### config.mk
export PLATFORM = sky130hd
export DESIGN_NAME = risc16_boot_loader
export DESIGN_NICKNAME = d
export VERILOG_FILES = /design/src/rtl/risc16_boot_loader.sv
export SDC_FILE = /design/constraint.sdc
export NUM_CORES = 1
export LEC_CHECK = 0
export BUFFER_PORTS_ARGS = -buffer_cell sky130_fd_sc_hd__buf_2
export CAP_MARGIN = 20
export CORE_AREA = 10 10 96 98
export DETAILED_ROUTE_END_ITERATION = 12
export DIE_AREA = 0 0 106 108
export PLACE_DENSITY = 0.75
export SYNTH_ARGS = -nofsm -noshare
export SYNTH_HDL_FRONTEND = slang
export SYNTH_SLANG_ARGS = --single-unit
### constraint.sdc
create_clock -name clk -period 2.4 [get_ports clk]
set_input_delay 0.72 -clock clk [delete_from_list [all_inputs] [get_ports clk]]
set_output_delay 0.72 -clock clk [all_outputs]
set_load 0.01 [all_outputs]
### src/rtl/risc16_boot_loader.sv
// Streams a big-endian {start address, word count, data words} image into a 16-bit word memory.
// Define RISC16_LOADER_CHECKSUM_EN to expect a trailing 8-bit data checksum byte.
module risc16_boot_loader #(
  parameter int WORD_LENGTH = 16,
  parameter int ADDR_WIDTH  = 16
) (
  input  logic                   clk,
  input  logic                   rst,
  input  logic                   start,
  input  logic [7:0]             byteIn,
  input  logic                   byteValid,
  output logic                   byteReady,
  output logic [ADDR_WIDTH-1:0]  memAddress,
  output logic [WORD_LENGTH-1:0] memDataOut,
  output logic                   memWriteEn,
  output logic                   busy,
  output logic                   done,
  output logic                   error
);

  localparam logic [3:0] S_IDLE    = 4'd0;
  localparam logic [3:0] S_ADDR_HI = 4'd1;
  localparam logic [3:0] S_ADDR_LO = 4'd2;
  localparam logic [3:0] S_CNT_HI  = 4'd3;
  localparam logic [3:0] S_CNT_LO  = 4'd4;
  localparam logic [3:0] S_DATA_HI = 4'd5;
  localparam logic [3:0] S_DATA_LO = 4'd6;
  localparam logic [3:0] S_WRITE   = 4'd7;
  localparam logic [3:0] S_CSUM    = 4'd8;
  localparam logic [3:0] S_FIN     = 4'd9;

  // State entered once the last data word (or an empty header) has been handled.
`ifdef RISC16_LOADER_CHECKSUM_EN
  localparam logic [3:0] S_TAIL = S_CSUM;
`else
  localparam logic [3:0] S_TAIL = S_FIN;
`endif

  logic [3:0]             r_state;
  logic [7:0]             r_addr_hi;
  logic [ADDR_WIDTH-1:0]  r_addr;
  logic [WORD_LENGTH-1:0] r_data;
  logic [15:0]            r_count;
  logic                   w_accept;

  assign w_accept   = byteValid & byteReady;
  assign byteReady  = r_state inside {S_ADDR_HI, S_ADDR_LO, S_CNT_HI, S_CNT_LO,
                                      S_DATA_HI, S_DATA_LO, S_CSUM};
  assign busy       = !(r_state == S_IDLE || r_state == S_FIN);
  assign memWriteEn = (r_state == S_WRITE);
  assign done       = (r_state == S_FIN);
  assign memAddress = r_addr;
  assign memDataOut = r_data;

  // NOTE: async reset drops the FSM to IDLE at once; every register here uses <= so all
  // updates in one edge see the pre-edge values (r_count test in WRITE relies on this).
  always_ff @(posedge clk or posedge rst) begin
    if (rst) begin
      r_state   <= S_IDLE;
      r_addr_hi <= '0;
      r_addr    <= '0;
      r_data    <= '0;
      r_count   <= '0;
    end else begin
      case (r_state)
        S_IDLE, S_FIN: if (start) r_state <= S_ADDR_HI;
        S_ADDR_HI: if (w_accept) begin
          r_addr_hi <= byteIn;
          r_state   <= S_ADDR_LO;
        end
        S_ADDR_LO: if (w_accept) begin
          r_addr  <= ADDR_WIDTH'({r_addr_hi, byteIn[7:1], 1'b0});
          r_state <= S_CNT_HI;
        end
        S_CNT_HI: if (w_accept) begin
          r_count[15:8] <= byteIn;
          r_state       <= S_CNT_LO;
        end
        S_CNT_LO: if (w_accept) begin
          r_count[7:0] <= byteIn;
          r_state      <= ({r_count[15:8], byteIn} != 16'd0) ? S_DATA_HI : S_TAIL;
        end
        S_DATA_HI: if (w_accept) begin
          r_data[15:8] <= byteIn;
          r_state      <= S_DATA_LO;
        end
        S_DATA_LO: if (w_accept) begin
          r_data[7:0] <= byteIn;
          r_state     <= S_WRITE;
        end
        S_WRITE: begin
          r_addr  <= r_addr + ADDR_WIDTH'(2);
          r_count <= r_count - 16'd1;
          r_state <= (r_count == 16'd1) ? S_TAIL : S_DATA_HI;
        end
`ifdef RISC16_LOADER_CHECKSUM_EN
        S_CSUM: if (w_accept) r_state <= S_FIN;
`else
        S_CSUM: r_state <= S_FIN;
`endif
        default: r_state <= S_IDLE;
      endcase
    end
  end

`ifdef RISC16_LOADER_CHECKSUM_EN
  logic [7:0] r_csum;
  logic       r_error;

  always_ff @(posedge clk or posedge rst) begin
    if (rst) begin
      r_csum  <= '0;
      r_error <= 1'b0;
    end else if ((r_state == S_IDLE || r_state == S_FIN) && start) begin
      r_csum  <= '0;
      r_error <= 1'b0;
    end else if (w_accept && (r_state == S_DATA_HI || r_state == S_DATA_LO)) begin
      r_csum <= r_csum + byteIn;
    end else if (w_accept && r_state == S_CSUM) begin
      r_error <= (byteIn != r_csum);
    end
  end

  assign error = r_error;
`else
  assign error = 1'b0;
`endif

endmodule

# Yosys cells after proc, flatten, opt, wreduce, memory -nomap -nowiden
# Cells that the tools add are included.
# totals
output_inout_bits	37
regBits	60
romBits	0
mem_count	0
latchBits	0
ramBits	0
# op_classes
div	0
eq_ne	17
n_reduce_logical	16
mux	15
bitwise_logic	1
n_addsub	2
multipliers	0
n_shift	0
magnitude_cmp	0
# ops
operator	count
2-to-1 mux 4 bit	9
one-hot mux 4 bit (9 select lines)	1
one-hot mux 16 bit (2 select lines)	1
one-hot mux 8 bit (2 select lines)	2
adder 16 x 2 -> 16 bit, second input constant	1
== test 16 x 1 -> 1 bit, second input constant	1
== test 4 x 3 -> 1 bit, second input constant	4
2-to-1 mux 16 bit	1
nonzero test 16 bit	1
subtractor 16 x 1 -> 16 bit, second input constant	1
inequality test 2 bit, second input constant	7
AND reduction 2 bit	6
== test 4 x 2 -> 1 bit, second input constant	2
== test 4 bit, second input constant	2
2-to-1 mux 8 bit	1
AND reduction 7 bit	1
nonzero test 7 bit	1
nonzero test 2 bit	3
== test 4 x 1 -> 1 bit, second input constant	1
zero test 4 bit	1
OR reduction 2 bit	1
AND 1 bit	1
zero test 1 bit	1
logical OR 1 bit	1

# Logic depth before layout (Yosys ltp)
# depth
ltp_word	5
ltp_mapped	10

# Worst setup path after synthesis
# OpenSTA, ideal clock, no wires.
# synth_path
path_type	register -> output
start	reg r_state[3]
end	out memWriteEn
required_ns	1.680
setup_slack_ns	0.130
path_stages_with_launch	8
arrival_ns	1.550
path_buffers	4
path_cell_list	dfrtp_1 > clkbuf_1 > nand2b_1 > nand2b_1 > buf_2 > inv_1 > clkbuf_1 > buf_2
# synth_via
elab_chain_len	1
# synth_rtl
item	line_no	source
start: declaration	39	logic [3:0] r_state;
start signal: assignment	81	r_state <= ({r_count[15:8], byteIn} != 16'd0) ? S_DATA_HI : S_TAIL;
start signal: assignment	94	r_state <= (r_count == 16'd1) ? S_TAIL : S_DATA_HI;
== test 4 x 3 -> 1 bit	50	assign memWriteEn = (r_state == S_WRITE);
end: declaration	15	output logic memWriteEn,
# Every way passes these cells.

# Final worst setup path
# layout_path
start	reg r_count[3]
end	reg r_count[13]
# layout_via
elab_chain_len	2
# layout_rtl
item	line_no	source
start: declaration	43	logic [15:0] r_count;
start signal: assignment	80	r_count[7:0] <= byteIn;
start signal: assignment	93	r_count <= r_count - 16'd1;
subtractor 16 x 1 -> 16 bit	93	
one-hot mux 8 bit (2 select lines)	65	case (r_state)
# Every way passes these cells.
# A chain may end at the register's enable or synchronous reset.

==> results.txt <==
The run finished with clean final reports. The tools report the endpoint kind of the worst setup timing path as a flip-flop. The area enclosed by the die boundary is 0.01145 mm², and the number of nets still failing antenna checks after routing is 0.

In this run, post-CTS hold repair placed 0 buffers. For this run, design rule violations remaining after detail routing come to 0. The top cell types in the final layout, fill and taps aside, are 59 x sky130_fd_sc_hd__dfrtp_1, 46 x sky130_fd_sc_hd__buf_2, 35 x sky130_fd_sc_hd__nand2_1. Setup repair after global routing left no endpoint under its margin. The library cell used most frequently in the layout, excluding fill and tap cells, is sky130_fd_sc_hd__dfrtp_1. The run gives 60 as the maximum number of pins on one net before global-route repair. The run gives 49 as the top-level I/O count.

The depth of the worst register-to-register path is 5, and the average wire per standard cell is 17.29 µm. In the post-route analysis, the smallest setup slack over all paths is 0.06398 ns. Critical path arrival: 2.59 ns. The highest clock rate was 428.1 MHz. The detailed-placement wirelength estimate is 5.923 mm, and the internal cell power is 2786 µW.

Clock-pin slew was measured on the worst setup and hold paths at 0.07 ns. Per report_power, the clock group accounts for 18.3% of the total. Total global routing overflow: 0. The pre-antenna-repair detailed-routing pass consisted of 4 iterations. No sink is reached through more buffers than the 2 on the longest clock path.

For the number of endpoints failing setup at the final stage, the log shows 0. Row generation in the floorplan step produced 32 rows. The path class of the lowest-slack min-delay path is in -> async. The share of total power dissipated in sequential elements is 40.8%. The combined global-route utilization of all metal layers is 15.30%, and the overall die height is 108 µm. The net switching share of the total power is 39.58%, and the maximum fanout encountered on the critical timing path is 6. In this run the static leakage power is 0.001583 µW. The shortest period the worst path allows was 2.336 ns; the total net switching power was 1825 µW. The post-synthesis register bit count came out at 59. In the finished design, the share of the clock period the worst path needs comes to 97.33%.

The clock latency at the later pin of the worst-skew pair came out at 0.35 ns. The run gives 56.86% as the relative slew slack. The effective utilization at floorplan is 42.88%.

0 antenna diodes ended up in the layout. The number of fill cells came out at 697. The floorplan step defined a core boundary enclosing 0.007447 mm². Clock tree synthesis found a total of 59 sinks. Clock tree synthesis selected as its root buffer the cell sky130_fd_sc_hd__clkbuf_8. In the synthesized netlist the async set-or-reset flop fraction comes to 100.0%. Across the routed clock network, the largest skew measured is 0.008920 ns. The number of antenna violations at the first check in global routing is 0, and the number of DRC violations after detailed-routing iteration 0 is 174. The level count of the clock H-tree came out at 3. The dominant synthesized flop cell is sky130_fd_sc_hd__dfrtp_1. In this run the cell area of the synthesized design comes to 0.003193 mm². Before CTS, the worst setup slack after placement is 0.1049 ns.

The number of synthesized flops with an enable pin came out at 0. The slowest stage of the critical path is the sky130_fd_sc_hd__or4b_1 cell. The Yosys step of the flow raised 0 warnings. The routed layout has 2,835 vias. For this block, the routed nets add up to 8.439 mm of wire.

Of the cells placed in the final design, the portion with a size suffix greater than 1 is 29.27%. The hold slack was 0.4149 ns. A synthesized cell averages 9.647 µm².

Data required time of the critical path: 2.65 ns. Layout overhead on the synthesized area: 17.91%. Combinational share of power: 40.9%. At the end of routability-driven placement, the weighted congestion stood at 0.9166. The tools report the multi-input combinational cell area as 0.001604 mm².

The startpoint class of the critical path is a flip-flop. Walking the worst path, the cells encountered are or4_4 > or4b_1 > o21ai_0 > a21oi_1 > a311oi_1. The net count of the finished layout is 397. The share of the yosys chip area belonging to registers was 46.24%. The tools report the number of distinct library cells after synthesis as 51.

TritonCTS built the clock tree. Across the whole layout, storage elements account for 0.001476 mm². For the pin with the worst max-slew slack, the measured transition is 0.6412 ns. Max-cap violations in this run came to 0. The completed layout was analyzed and its total power is 4610 µW. On the worst path, the slowest cell contributes a delay of 0.67 ns. The startpoint identified for the worst register-to-register timing path is r_count[3]. The run gives 14.22 mm as the wire length of the first global-routing pass. The tools report the count of endpoints failing hold in the final timing report as 0. The critical path startpoint is r_count[3].

X dimension of the die: 106 µm. The run gives 0.0006889 V as the worst IR drop on VDD. The setup total negative slack is 0 ns, and the synthesized netlist cell count is 331. The via density per instance works out to 5.809.

The critical path class was reg -> reg. The logs give 0 for the number of pins exceeding their max-slew limit in the final report and 50.55% for the final design utilization. The number of port buffers is 46, and the number of global-route vias before repair is 2,890.

Number of buffers created by CTS: 9. The power density normalized to cell area came out at 1225 mW/mm².
## cell families after synthesis
family	Yosys count	synth area share (%)
buf+inv	29	3.801
xor+xnor	6	1.646
simple gates	133	22.10
other cells	1	0.1174
compound gates	74	15.87
flops	59	46.24
mux	26	9.052
fa+ha+maj	3	1.176
## synth_stat cells, types with 4 or more instances
cell type                  number  share of area (%)
sky130_fd_sc_hd__clkbuf_1      14                1.6
sky130_fd_sc_hd__nor2_1        24                2.8
sky130_fd_sc_hd__o221a_2        4                1.4
sky130_fd_sc_hd__mux2_2        23                8.1
sky130_fd_sc_hd__a31oi_1        4               0.78
sky130_fd_sc_hd__o21ai_0       18                2.8
sky130_fd_sc_hd__nor2b_1        4               0.78
sky130_fd_sc_hd__nor4_1         5               0.98
sky130_fd_sc_hd__dfrtp_1       59                 46
sky130_fd_sc_hd__nand2b_1       9                1.8
sky130_fd_sc_hd__o22ai_1        5               0.98
sky130_fd_sc_hd__nand3_1       11                1.7
sky130_fd_sc_hd__a21oi_1       14                2.2
sky130_fd_sc_hd__buf_2          4               0.63
sky130_fd_sc_hd__nand4_1        6                1.2
sky130_fd_sc_hd__o211ai_1       7                1.6
sky130_fd_sc_hd__nand2_1       35                4.1
sky130_fd_sc_hd__o311ai_0       9                2.5
sky130_fd_sc_hd__nor3_1        16                2.5
sky130_fd_sc_hd__inv_1          8               0.94
## per-layer routing
| metal | track usage, % | share of wire (%) | vias to the layer above |
|---|---|---|---|
| met5 | 0 | 0 | - |
| met4 | 4.836 | 1.1 | 0 |
| met3 | 7.377 | 9.2 | 11 |
| met2 | 23.59 | 47 | 111 |
| met1 | 18.55 | 43 | 1393 |
| li1 | - | - | 1320 |
## final cells by class
type | count | area share (%)
Clock buffer | 13 | 4.487
Inverter | 8 | 0.7976
Timing Repair Buffer | 60 | 9.239
Sequential cell | 59 | 39.22
Multi-Input combinational cell | 244 | 42.61
Clock inverter | 2 | 0.2659
Tap cell | 102 | 3.390
## repair_timing
action / 4_1_cts / 5_1_grt
resized for setup: 0 / 2
endpoints found under the setup margin: 0 / 2
setup buffers: 0 / 0
## worst paths after layout
path	endpoint	slack, ns
min in group clk	memDataOut[13]	0.49
max in group asynchronous	memDataOut[6]	1.72
hold / removal	memAddress[4]	0.41
setup reg to reg	r_count[13]	0.06
hold reg to reg	memDataOut[13]	0.49
setup / recovery	r_count[13]	0.06
## power by group through the flow
stage               Sequential [µW]  Clock (µW)  Combinational (µW)
floorplan                      1910           0                1170
global placement               1850           0                1840
detailed placement             1880           0                1900
CTS                            1870         860                1910
global route                   1960         914                2120
finish                         1880         843                1890
## state kept, by name, indices dropped and copies added, names as in the netlist
register	flops
r_count	16
memAddress	15
memDataOut	16
r_state	4
r_addr_hi	8
## critical path: cells and delay by family (launching register included)
kind	cells	cell delay, ns
and+or+nand+nor	2	1.26
AOI/OAI and AO/OA	3	0.55
DFF	1	0.43
## per-stage QoR
stage	instance area [µm²]	instances
2_1_floorplan	3197	332
3_3_place_gp	3581	473
3_5_place_dp	3581	473
4_1_cts	3760	488
5_1_grt	3765	488
6_report	3765	488
Power figures use the tool's default switching activity.
